[src/rtl/seg_scan_pkg.sv]
// Shared definitions for the seven-segment scan controller: segment bit
// positions, hex glyphs, the digit entry type and the slot phase encoding.
package seg_scan_pkg;

  // Bit positions inside an active-high {dp,g,f,e,d,c,b,a} pattern.
  localparam int SEG_A  = 0;
  localparam int SEG_B  = 1;
  localparam int SEG_C  = 2;
  localparam int SEG_D  = 3;
  localparam int SEG_E  = 4;
  localparam int SEG_F  = 5;
  localparam int SEG_G  = 6;
  localparam int SEG_DP = 7;

  // Pin level that turns every segment off (pins are active-low).
  localparam logic [7:0] SEG_ALL_OFF = 8'hFF;

  // Build a g..a glyph from the individual segments that should light.
  function automatic logic [6:0] glyph(input logic a, input logic b, input logic c,
                                       input logic d, input logic e, input logic f,
                                       input logic g);
    logic [6:0] m;
    m        = '0;
    m[SEG_A] = a;
    m[SEG_B] = b;
    m[SEG_C] = c;
    m[SEG_D] = d;
    m[SEG_E] = e;
    m[SEG_F] = f;
    m[SEG_G] = g;
    return m;
  endfunction

  localparam logic [6:0] GLYPH_0 = glyph(1, 1, 1, 1, 1, 1, 0);
  localparam logic [6:0] GLYPH_1 = glyph(0, 1, 1, 0, 0, 0, 0);
  localparam logic [6:0] GLYPH_2 = glyph(1, 1, 0, 1, 1, 0, 1);
  localparam logic [6:0] GLYPH_3 = glyph(1, 1, 1, 1, 0, 0, 1);
  localparam logic [6:0] GLYPH_4 = glyph(0, 1, 1, 0, 0, 1, 1);
  localparam logic [6:0] GLYPH_5 = glyph(1, 0, 1, 1, 0, 1, 1);
  localparam logic [6:0] GLYPH_6 = glyph(1, 0, 1, 1, 1, 1, 1);
  localparam logic [6:0] GLYPH_7 = glyph(1, 1, 1, 0, 0, 0, 0);
  localparam logic [6:0] GLYPH_8 = glyph(1, 1, 1, 1, 1, 1, 1);
  localparam logic [6:0] GLYPH_9 = glyph(1, 1, 1, 1, 0, 1, 1);
  localparam logic [6:0] GLYPH_A = glyph(1, 1, 1, 0, 1, 1, 1);
  localparam logic [6:0] GLYPH_B = glyph(0, 0, 1, 1, 1, 1, 1);
  localparam logic [6:0] GLYPH_C = glyph(1, 0, 0, 1, 1, 1, 0);
  localparam logic [6:0] GLYPH_D = glyph(0, 1, 1, 1, 1, 0, 1);
  localparam logic [6:0] GLYPH_E = glyph(1, 0, 0, 1, 1, 1, 1);
  localparam logic [6:0] GLYPH_F = glyph(1, 0, 0, 0, 1, 1, 1);

  // One digit register: raw=1 shows data as-is, raw=0 hex-decodes data[3:0]
  // with data[7] as the decimal point.
  typedef struct packed {
    logic       raw;
    logic [7:0] data;
  } digit_entry_t;

  localparam digit_entry_t ENTRY_BLANK = '{raw: 1'b1, data: 8'h00};

  // Where the scan sits inside the current digit slot.
  typedef enum logic [1:0] {
    PH_BLANK,
    PH_ON,
    PH_OFF
  } slot_phase_t;

endpackage

[src/rtl/seg_scan_ctrl_hex_to_seg.sv]
// Combinational hex nibble to active-high {dp,g..a} segment pattern.
module hex_to_seg
  import seg_scan_pkg::*;
(
  input  logic [3:0] nibble,
  input  logic       dp,
  output logic [7:0] seg
);

  // Glyph lookup; the decimal point passes straight through.
  always_comb begin
    // NOTE: every output gets a default first so no path can infer a latch.
    seg         = '0;
    seg[SEG_DP] = dp;
    case (nibble)
      4'h0: seg[6:0] = GLYPH_0;
      4'h1: seg[6:0] = GLYPH_1;
      4'h2: seg[6:0] = GLYPH_2;
      4'h3: seg[6:0] = GLYPH_3;
      4'h4: seg[6:0] = GLYPH_4;
      4'h5: seg[6:0] = GLYPH_5;
      4'h6: seg[6:0] = GLYPH_6;
      4'h7: seg[6:0] = GLYPH_7;
      4'h8: seg[6:0] = GLYPH_8;
      4'h9: seg[6:0] = GLYPH_9;
      4'hA: seg[6:0] = GLYPH_A;
      4'hB: seg[6:0] = GLYPH_B;
      4'hC: seg[6:0] = GLYPH_C;
      4'hD: seg[6:0] = GLYPH_D;
      4'hE: seg[6:0] = GLYPH_E;
      default: seg[6:0] = GLYPH_F;
    endcase
  end

endmodule

[src/rtl/seg_scan_ctrl.sv]
// Time-multiplexed scan controller for a common-anode seven-segment display.
// Digit writes land in a shadow set that is copied to the active set once per
// frame, so a frame is never drawn from a half-updated set of digits.
module seg_scan_ctrl
  import seg_scan_pkg::*;
#(
  parameter int NUM_DIGITS   = 4,
  parameter int PRESCALE     = 1024,
  parameter int BLANK_CYCLES = 16
) (
  input  logic                  clk,
  input  logic                  reset,
  input  logic                  wr_en,
  input  logic [2:0]            wr_addr,
  input  logic [7:0]            wr_data,
  input  logic                  wr_raw,
  input  logic [NUM_DIGITS-1:0] digit_en,
  input  logic [3:0]            brightness,
  output logic [7:0]            seg_n,
  output logic [NUM_DIGITS-1:0] an_n,
  output logic [2:0]            cur_digit,
  output logic                  frame_start
);

  localparam int IDX_W    = (NUM_DIGITS > 1) ? $clog2(NUM_DIGITS) : 1;
  localparam int CNT_W    = (PRESCALE > 1) ? $clog2(PRESCALE) : 1;
  // Lit cycles contributed by each brightness step.
  localparam int LIT_STEP = (PRESCALE - BLANK_CYCLES) / 16;

  digit_entry_t          shadow [NUM_DIGITS];
  digit_entry_t          active [NUM_DIGITS];
  logic [NUM_DIGITS-1:0] act_en;
  logic [3:0]            act_bright;

  logic [CNT_W-1:0]      slot_cnt;
  logic [IDX_W-1:0]      digit_idx;
  logic                  slot_wrap;
  logic                  commit;

  slot_phase_t           phase;
  int                    lit_end;
  digit_entry_t          cur_entry;
  logic [7:0]            hex_pat;
  logic [7:0]            pattern;
  logic [7:0]            seg_next;
  logic [NUM_DIGITS-1:0] an_next;

  assign slot_wrap = (slot_cnt == CNT_W'(PRESCALE - 1));
  assign commit    = (digit_idx == '0) && (slot_cnt == '0);

  // Slot counter and digit index; the index advances when the slot wraps.
  always_ff @(posedge clk) begin
    if (reset) begin
      slot_cnt  <= '0;
      digit_idx <= '0;
    end else if (slot_wrap) begin
      slot_cnt  <= '0;
      digit_idx <= (digit_idx == IDX_W'(NUM_DIGITS - 1)) ? '0 : digit_idx + 1'b1;
    end else begin
      slot_cnt  <= slot_cnt + 1'b1;
    end
  end

  // Shadow writes and the once-per-frame copy into the active set.
  always_ff @(posedge clk) begin
    if (reset) begin
      // NOTE: the digit registers are reset explicitly because reset must blank
      // the display; that is only affordable since the file is a few entries.
      for (int i = 0; i < NUM_DIGITS; i++) begin
        shadow[i] <= ENTRY_BLANK;
        active[i] <= ENTRY_BLANK;
      end
      act_en     <= '0;
      act_bright <= '0;
    end else begin
      // NOTE: non-blocking assignments make the commit copy the pre-edge
      // shadow, so a write on the commit cycle waits for the next frame.
      if (commit) begin
        active     <= shadow;
        act_en     <= digit_en;
        act_bright <= brightness;
      end
      if (wr_en && (32'(wr_addr) < NUM_DIGITS)) begin
        shadow[wr_addr[IDX_W-1:0]] <= '{raw: wr_raw, data: wr_data};
      end
    end
  end

  // Classify the current slot position into blank / on / off.
  always_comb begin
    lit_end = BLANK_CYCLES + (32'(act_bright) + 1) * LIT_STEP;
    if (32'(slot_cnt) < BLANK_CYCLES) begin
      phase = PH_BLANK;
    end else if (32'(slot_cnt) < lit_end) begin
      phase = PH_ON;
    end else begin
      phase = PH_OFF;
    end
  end

  assign cur_entry = active[digit_idx];

  hex_to_seg u_hex_to_seg (
    .nibble (cur_entry.data[3:0]),
    .dp     (cur_entry.data[SEG_DP]),
    .seg    (hex_pat)
  );

  // Pick the pattern for the current digit and decide what the pins show.
  always_comb begin
    pattern  = cur_entry.raw ? cur_entry.data : hex_pat;
    seg_next = SEG_ALL_OFF;
    an_next  = '1;
    if ((phase == PH_ON) && act_en[digit_idx]) begin
      an_next  = ~(NUM_DIGITS'(1) << digit_idx);
      seg_next = ~pattern;
    end
  end

  // Registered pin drivers, one cycle behind the counters.
  always_ff @(posedge clk) begin
    if (reset) begin
      seg_n       <= SEG_ALL_OFF;
      an_n        <= '1;
      cur_digit   <= '0;
      frame_start <= 1'b0;
    end else begin
      seg_n       <= seg_next;
      an_n        <= an_next;
      cur_digit   <= 3'(digit_idx);
      frame_start <= commit;
    end
  end

endmodule

[config.mk]
export PLATFORM = sky130hd
export DESIGN_NAME = seg_scan_ctrl
export DESIGN_NICKNAME = d
export VERILOG_FILES = /design/src/rtl/seg_scan_pkg.sv /design/src/rtl/seg_scan_ctrl_hex_to_seg.sv /design/src/rtl/seg_scan_ctrl.sv
export SDC_FILE = /design/constraint.sdc
export NUM_CORES = 1
export LEC_CHECK = 0
export ABC_CLOCK_PERIOD_IN_PS = 13100
export BUFFER_PORTS_ARGS = -buffer_cell sky130_fd_sc_hd__buf_2
export CORE_ASPECT_RATIO = 1.4
export CORE_UTILIZATION = 35
export CTS_CLUSTER_DIAMETER = 60
export DETAILED_ROUTE_END_ITERATION = 8
export PLACE_DENSITY = 0.59
export REMOVE_ABC_BUFFERS = 1
export SYNTH_ARGS = -nofsm -noshare
export SYNTH_HDL_FRONTEND = slang
export SYNTH_HIERARCHICAL = 1
export SYNTH_SLANG_ARGS = --single-unit
[constraint.sdc]
create_clock -name clk -period 13.1 [get_ports clk]
set_clock_uncertainty 0.2 [all_clocks]
set_input_delay 0.655 -clock clk [delete_from_list [all_inputs] [get_ports clk]]
set_output_delay 0.655 -clock clk [all_outputs]
set_load 0.1 [all_outputs]
==> results of run 1 <==
cell families (layout without fill, tap and decap cells):
logic type / after synthesis / in the layout
xor gates and xnor gates: 16 / 16
muxes: 26 / 26
adders and majority gates: 52 / 52
and+or+nand+nor: 257 / 257
other: 1 / 1
DFF: 107 / 107
AOI/OAI and AO/OA: 108 / 108
buffers and inverters: 69 / 93
through the flow:
step / power [W] / hold slack (ns) / cell area, µm² / instances
after floorplan: 0.000484 / 0.226 / 5310 / 601
after global placement: 0.000532 / 0.238 / 5780 / 836
after detailed placement: 0.000536 / 0.243 / 5780 / 836
after CTS: 0.000831 / 0.254 / 6110 / 852
after global routing: 0.000867 / 0.275 / 6110 / 852
final: 0.000823 / 0.252 / 6110 / 852
registers in the layout, summed over array words and instances (netlist names):
name         count
shadow          36
act_en           4
slot_cnt        10
digit_idx        2
active          36
frame_start      1
cur_digit        2
seg_n            8
an_n             4
act_bright       4
path summary, 6_finish.rpt:
kind	to	slack (ns)
setup / recovery	an_n[0]$_SDFF_PP1_	7.21
hold / removal	active[4]$_SDFFE_PP0P_	0.25
setup reg to reg	an_n[0]$_SDFF_PP1_	7.21
hold reg to reg	active[4]$_SDFFE_PP0P_	0.25
area by class of cell:
type | count | share of cell area
Inverter | 34 | 0.0209
Sequential cell | 107 | 0.350
Tap cell | 192 | 0.0393
Clock buffer | 9 | 0.0368
Clock inverter | 7 | 0.0172
Multi-Input combinational cell | 460 | 0.498
Timing Repair Buffer | 43 | 0.0377
worst min-delay path, cell delays in order, from the launching register on:
cell and delay [ns]:
dfxtp_1 0.31, nand2_1 0.05, a21oi_1 0.05
Yosys cell counts (all sizes together):
master   number
nand2       184
dfxtp       107
a21oi        78
ha           42
inv          34
nor2         28
clkbuf       20
buf          15
mux2         12
mux4         11
xor2         11
fa           10
o21ai        10
a211oi        8
nand3b        8
nand3         7
nand2b        5
nor2b         5
xnor2         5
a21o          4
and3          4
and2          3
mux2i         3
nor3          3
a22oi         2
and4          2
nand4         2
nor4          2
or4           2
a311oi        1
and3b         1
conb          1
o211ai        1
o221ai        1
o2bb2ai       1
o31a          1
o31ai         1
or3           1
power by group through the flow:
stage,clock network [W],registers [W],logic [W]
finish,0.000295,0.000340,0.000188
floorplan,0,0.000348,0.000136
global route,0.000316,0.000341,0.000210
CTS,0.000302,0.000340,0.000190
global placement,0,0.000347,0.000185
detailed placement,0,0.000348,0.000188
layer usage:
layer | vias up | part of all wire | wire [µm]
li1 | 2133 | - | -
met1 | 1946 | 0.43 | 5210
met2 | 62 | 0.53 | 6430
met3 | 21 | 0.028 | 339
met4 | 0 | 0.020 | 244
met5 | - | 0 | 0
==> impl_metrics.py, run 1 <==
metrics = {
    "yosys": {
        "netlist_area_um2": 5490,
        "yosysWarnings": 6,
        "synth-compound-area-share": 0.112,
        "synthSimpleGateAreaFrac": 0.205,
        "synth_fa_ha_area_frac": 0.132,
        "synth_area_leaders": "dfxtp_1 (39%), nand2_1 (12%), ha_1 (9.6%)",
        "yosys-mux-area-fraction": 0.0753,
        "netlist_instances": 636,
        "synth_cell_type_count": 49,
        "synth_top_family_by_area": "simple AND/OR/NAND/NOR gates",
        "avgSynthCellArea_um2": 8.62,
        "ys_ff_latch": 107,
        "synth_top_area_share": 0.391,
        "post-synth-top-area-cell": "dfxtp_1",
        "ys_seq_area_frac": 0.391,
        "synth_xor_area_frac": 0.0297,
    },
    "clock_network": {
        "clk_pin_slew_ns": 0.07,
        "hold_buffers": 0,
        "htreeDepth": 3,
        "cts_tree": "done",
        "cts_resized": 0,
        "cts_setup_buffers": 0,
        "cts_root_buf": "clkbuf_16",
        "clk_path_buf_depth": 2,
        "cts.sinks": 107,
        "cts_buffers": 9,
        "insertion_delay_ns": 0.35,
    },
    "global_route": {
        "grt_usage": 0.160,
        "antenna_found_initial": 0,
        "gr-usage-met3": 0.0320,
        "grt_util_met2": 0.291,
        "grt_pass1_wl_um": 20100,
        "grt_pass1_vias": 4167,
        "gr-total-overflow": 0,
        "grt_start_max_net_pins": 89,
        "use_met1": 0.182,
        "top_usage_layer": "met2",
    },
    "hold_path": {
        "hold_start": "shadow[4]$_SDFFE_PP0P_",
        "hold_path.class": "flop to flop",
        "worstHoldPathCells": 2,
    },
    "die": {
        "start_util": 0.361,
        "num_rows": 53,
        "pin_count": 39,
        "core_area_um2": 15200,
        "die_area_um2": 16200,
        "die_w_um": 108,
        "dieHeight_um": 150,
    },
    "timing": {
        "slew_headroom": 0.434,
        "max_freq_mhz": 170,
        "grt_setup_unrepaired": "no",
        "finalHoldViolations": 0,
        "min_period_over_period": 0.449,
        "setup_tns_ns": 0,
        "period_needed_ns": 5.89,
        "finalSetupViolations": 0,
        "worst_pin_slew_ns": 0.844,
        "maxSlewViolCount": 0,
        "setup_ws_ns": 7.21,
    },
    "placed_design": {
        "place_ws_ns": 7.16,
        "hpwl_um": 8920,
        "io_buffers": 37,
        "gp_congestion": 0.778,
    },
    "critical_path": {
        "arrival_ns": 5.90,
        "endpoint_kind": "flop",
        "crit_path_start_kind": "flop",
        "crit_type": "flop to flop",
        "cp_max_fo": 12,
        "slowest_delay_ns": 0.55,
        "cp.required_ns": 13.11,
        "cp_slowest_cell": "fa_1",
        "crit_buf_inv": 3,
        "cp.depth": 18,
        "critPathTopFamily": "adder cells",
        "reg2reg_depth": 18,
        "path_cells": "nand3_1, xnor2_1, inv_1, fa_1, inv_1, fa_1, fa_1, inv_1, ha_1, o21ai_0, a21oi_1, o31a_1, a21o_1, ha_1, or4_1, o221ai_2, o2bb2ai_2, nand2_1",
        "r2r_start": "act_bright[0]$_SDFFE_PP0P_",
        "critPathLaunch": "act_bright[0]$_SDFFE_PP0P_",
    },
    "power_and_ir_drop": {
        "ir_drop_mv": 0.0714,
        "p_comb_frac": 0.228,
        "p_leak_nw": 2.43,
        "p_per_area_nw_per_um2": 135,
        "p_int_w": 0.000577,
        "switching_power_w": 0.000247,
        "p_sw_frac": 0.300,
        "p_seq_frac": 0.413,
        "clkPwrFrac": 0.359,
    },
    "flow_run": {
        "max_cap_violations": 0,
    },
    "drt": {
        "drt_iter0_markers": 231,
        "vias": 4162,
        "detail-route-antenna-nets": 0,
        "drc": 0,
        "firstDrtPassIters": 4,
        "drt-wirelength-per-cell_um": 14.3,
        "routed_via_density": 4.88,
        "drt_wl_total_um": 12200,
    },
    "cells_and_area": {
        "final_nets": 730,
        "layout_common_cells": "nand2_1 (174), dfxtp_1 (107), a21oi_1 (78)",
        "syn_to_final_growth_pct": 11.5,
        "antenna_cells": 0,
        "seq_area_um2": 2140,
        "layout-drive-gt1-share": 0.152,
        "multiInputGateArea_um2": 3040,
        "final_common_cell": "nand2_1",
        "n_fill_cell": 1540,
        "utilization": 0.403,
    },
    "run_status": {
        "status": "finished, final reports clean",
    },
}
(Power assumes the default switching activity.)
==> run 2: changes to the inputs <==
Settings changed: ABC_CLOCK_PERIOD_IN_PS 13100 to 5100, PLACE_DENSITY 0.59 to 0.61.
Clock period 13.1 ns to 5.1 ns, I/O delays scaled along.
==> impl_metrics.py, run 2 (synthesized netlist as in run 1, its figures left out) <==
metrics = {
    "hold_path": {
        "hold_path.class": "input port to flop",
    },
    "timing": {
        "finalHoldViolations": 0,
        "slew_headroom": 0.201,
        "finalSetupViolations": 0,
        "max_freq_mhz": 203,
        "maxSlewViolCount": 0,
        "min_period_over_period": 0.968,
        "worst_pin_slew_ns": 1.19,
        "period_needed_ns": 4.94,
        "setup_tns_ns": 0,
    },
    "global_route": {
        "grt_start_max_net_pins": 58,
        "gr-total-overflow": 0,
        "antenna_found_initial": 0,
        "grt_pass1_vias": 4446,
        "grt_usage": 0.165,
        "grt_pass1_wl_um": 21100,
    },
    "critical_path": {
        "crit_path_start_kind": "flop",
        "crit_type": "flop to flop",
        "regToRegSetupSlack_ns": 0.16,
        "cp.required_ns": 5.14,
        "arrival_ns": 4.98,
        "endpoint_kind": "flop",
        "cp_max_fo": 5,
    },
    "drt": {
        "drt_wl_total_um": 12500,
        "detail-route-antenna-nets": 0,
        "vias": 4460,
        "drt_iter0_markers": 206,
        "routed_via_density": 4.95,
        "drc": 0,
        "firstDrtPassIters": 6,
        "drt-wirelength-per-cell_um": 13.9,
    },
    "die": {
        "die_area_um2": 16200,
        "start_util": 0.361,
        "num_rows": 53,
        "core_area_um2": 15200,
        "pin_count": 39,
        "dieHeight_um": 150,
        "die_w_um": 108,
    },
    "cells_and_area": {
        "syn_to_final_growth_pct": 23.0,
        "multiInputGateArea_um2": 3240,
        "layout-drive-gt1-share": 0.236,
        "final_common_cell": "nand2_1",
        "seq_area_um2": 2150,
        "reg_top3": "active (36), shadow (36), slot_cnt (10)",
        "utilization": 0.444,
        "final_nets": 779,
        "layout_common_cells": "nand2_1 (174), dfxtp_1 (104), a21oi_1 (75)",
        "final_area_um2": 6750,
        "n_fill_cell": 1468,
        "antenna_cells": 0,
    },
    "power_and_ir_drop": {
        "p_per_area_nw_per_um2": 343,
        "ir_drop_mv": 0.232,
        "p_leak_nw": 2.67,
        "power_w": 0.00232,
    },
    "placed_design": {
        "gp_congestion": 0.812,
        "io_buffers": 37,
        "dpl_cell_area_um2": 5940,
        "hpwl_um": 9080,
    },
    "clock_network": {
        "cts_buffers": 9,
        "clk_path_buf_depth": 2,
        "cts_tree": "done",
        "cts.sinks": 107,
        "insertion_delay_ns": 0.35,
        "htreeDepth": 3,
        "cts_root_buf": "clkbuf_16",
        "clk_pin_slew_ns": 0.07,
    },
    "run_status": {
        "status": "finished, final reports clean",
    },
    "flow_run": {
        "max_cap_violations": 0,
    },
}
[run 2: cell types whose count changed in the layout (fill, tap and decap cells not counted), moves of 4 or more]
| cell | before | now |
|---|---|---|
| ha_4 | 0 | 6 |
| dlygate4sd3_1 | 0 | 17 |
| buf_4 | 6 | 31 |
| buf_6 | 0 | 4 |
| inv_2 | 1 | 8 |
| ha_1 | 42 | 33 |
| inv_1 | 33 | 26 |
[run 2: timing repair]
action	4_1_cts	5_1_grt
setup buffers	10	4
endpoints found under the setup margin	12	12
hold endpoints to repair	44	0
cloned	1	0
pin swaps	17	10
gates resized for setup	37	12
hold buffers	17	0
[run 2: per-layer routing]
layer / vias up / track usage / wire length, µm / share of wire
li1: 2229 / - / - / -
met3: 24 / 0.0221 / 273 / 0.022
met4: 0 / 0.0822 / 381 / 0.030
met2: 68 / 0.303 / 6560 / 0.52
met5: - / 0 / 0 / 0
met1: 2139 / 0.186 / 5330 / 0.43
[run 2: area by class of cell]
cell class / instances / area share
clock buffer: 9 / 0.0334
inverter: 34 / 0.0189
timing repair buffer: 92 / 0.104
clock inverter: 7 / 0.00964
sequential: 107 / 0.319
tap: 192 / 0.0356
multi-input combinational: 460 / 0.480
[run 2: path summary, 6_finish.rpt]
path	startpoint	to	cells past startpoint
hold reg to reg	act_en[1]$_SDFFE_PP0P_	act_en[1]$_SDFFE_PP0P_	2
setup reg to reg	act_bright[0]$_SDFFE_PP0P_	an_n[1]$_SDFF_PP1_	19
hold / removal	reset	slot_cnt[8]$_SDFF_PP0_	2
setup / recovery	act_bright[0]$_SDFFE_PP0P_	an_n[1]$_SDFF_PP1_	19
[run 2: through the flow]
stage,cells,worst slack [ns],hold slack [ns]
6_report,901,0.163,0.213
5_1_grt,901,-0.0102,0.234
4_1_cts,898,0.0145,0.201
3_5_place_dp,855,-0.240,0.243
3_3_place_gp,855,-0.0544,0.241
2_1_floorplan,601,-0.263,0.122
[run 2: worst max-delay path, stage by stage (launching register included)]
cell,delay (ns)
dfxtp_4,0.37
ha_4,0.17
and3_4,0.20
fa_1,0.55
inv_2,0.06
fa_1,0.46
fa_1,0.56
inv_2,0.05
ha_4,0.22
o21ai_4,0.16
a21oi_2,0.06
o31a_1,0.25
a21o_1,0.16
ha_2,0.17
or4_4,0.52
o221ai_4,0.21
o2bb2ai_4,0.17
buf_6,0.13
buf_12,0.11
nand2_2,0.05
[run 2: where the power goes]
part / total, W / switching [W] / internal (W)
sequential: 0.000873 / 0.0000163 / 0.000857
clock: 0.000677 / 0.000332 / 0.000344
combinational: 0.000766 / 0.000391 / 0.000375
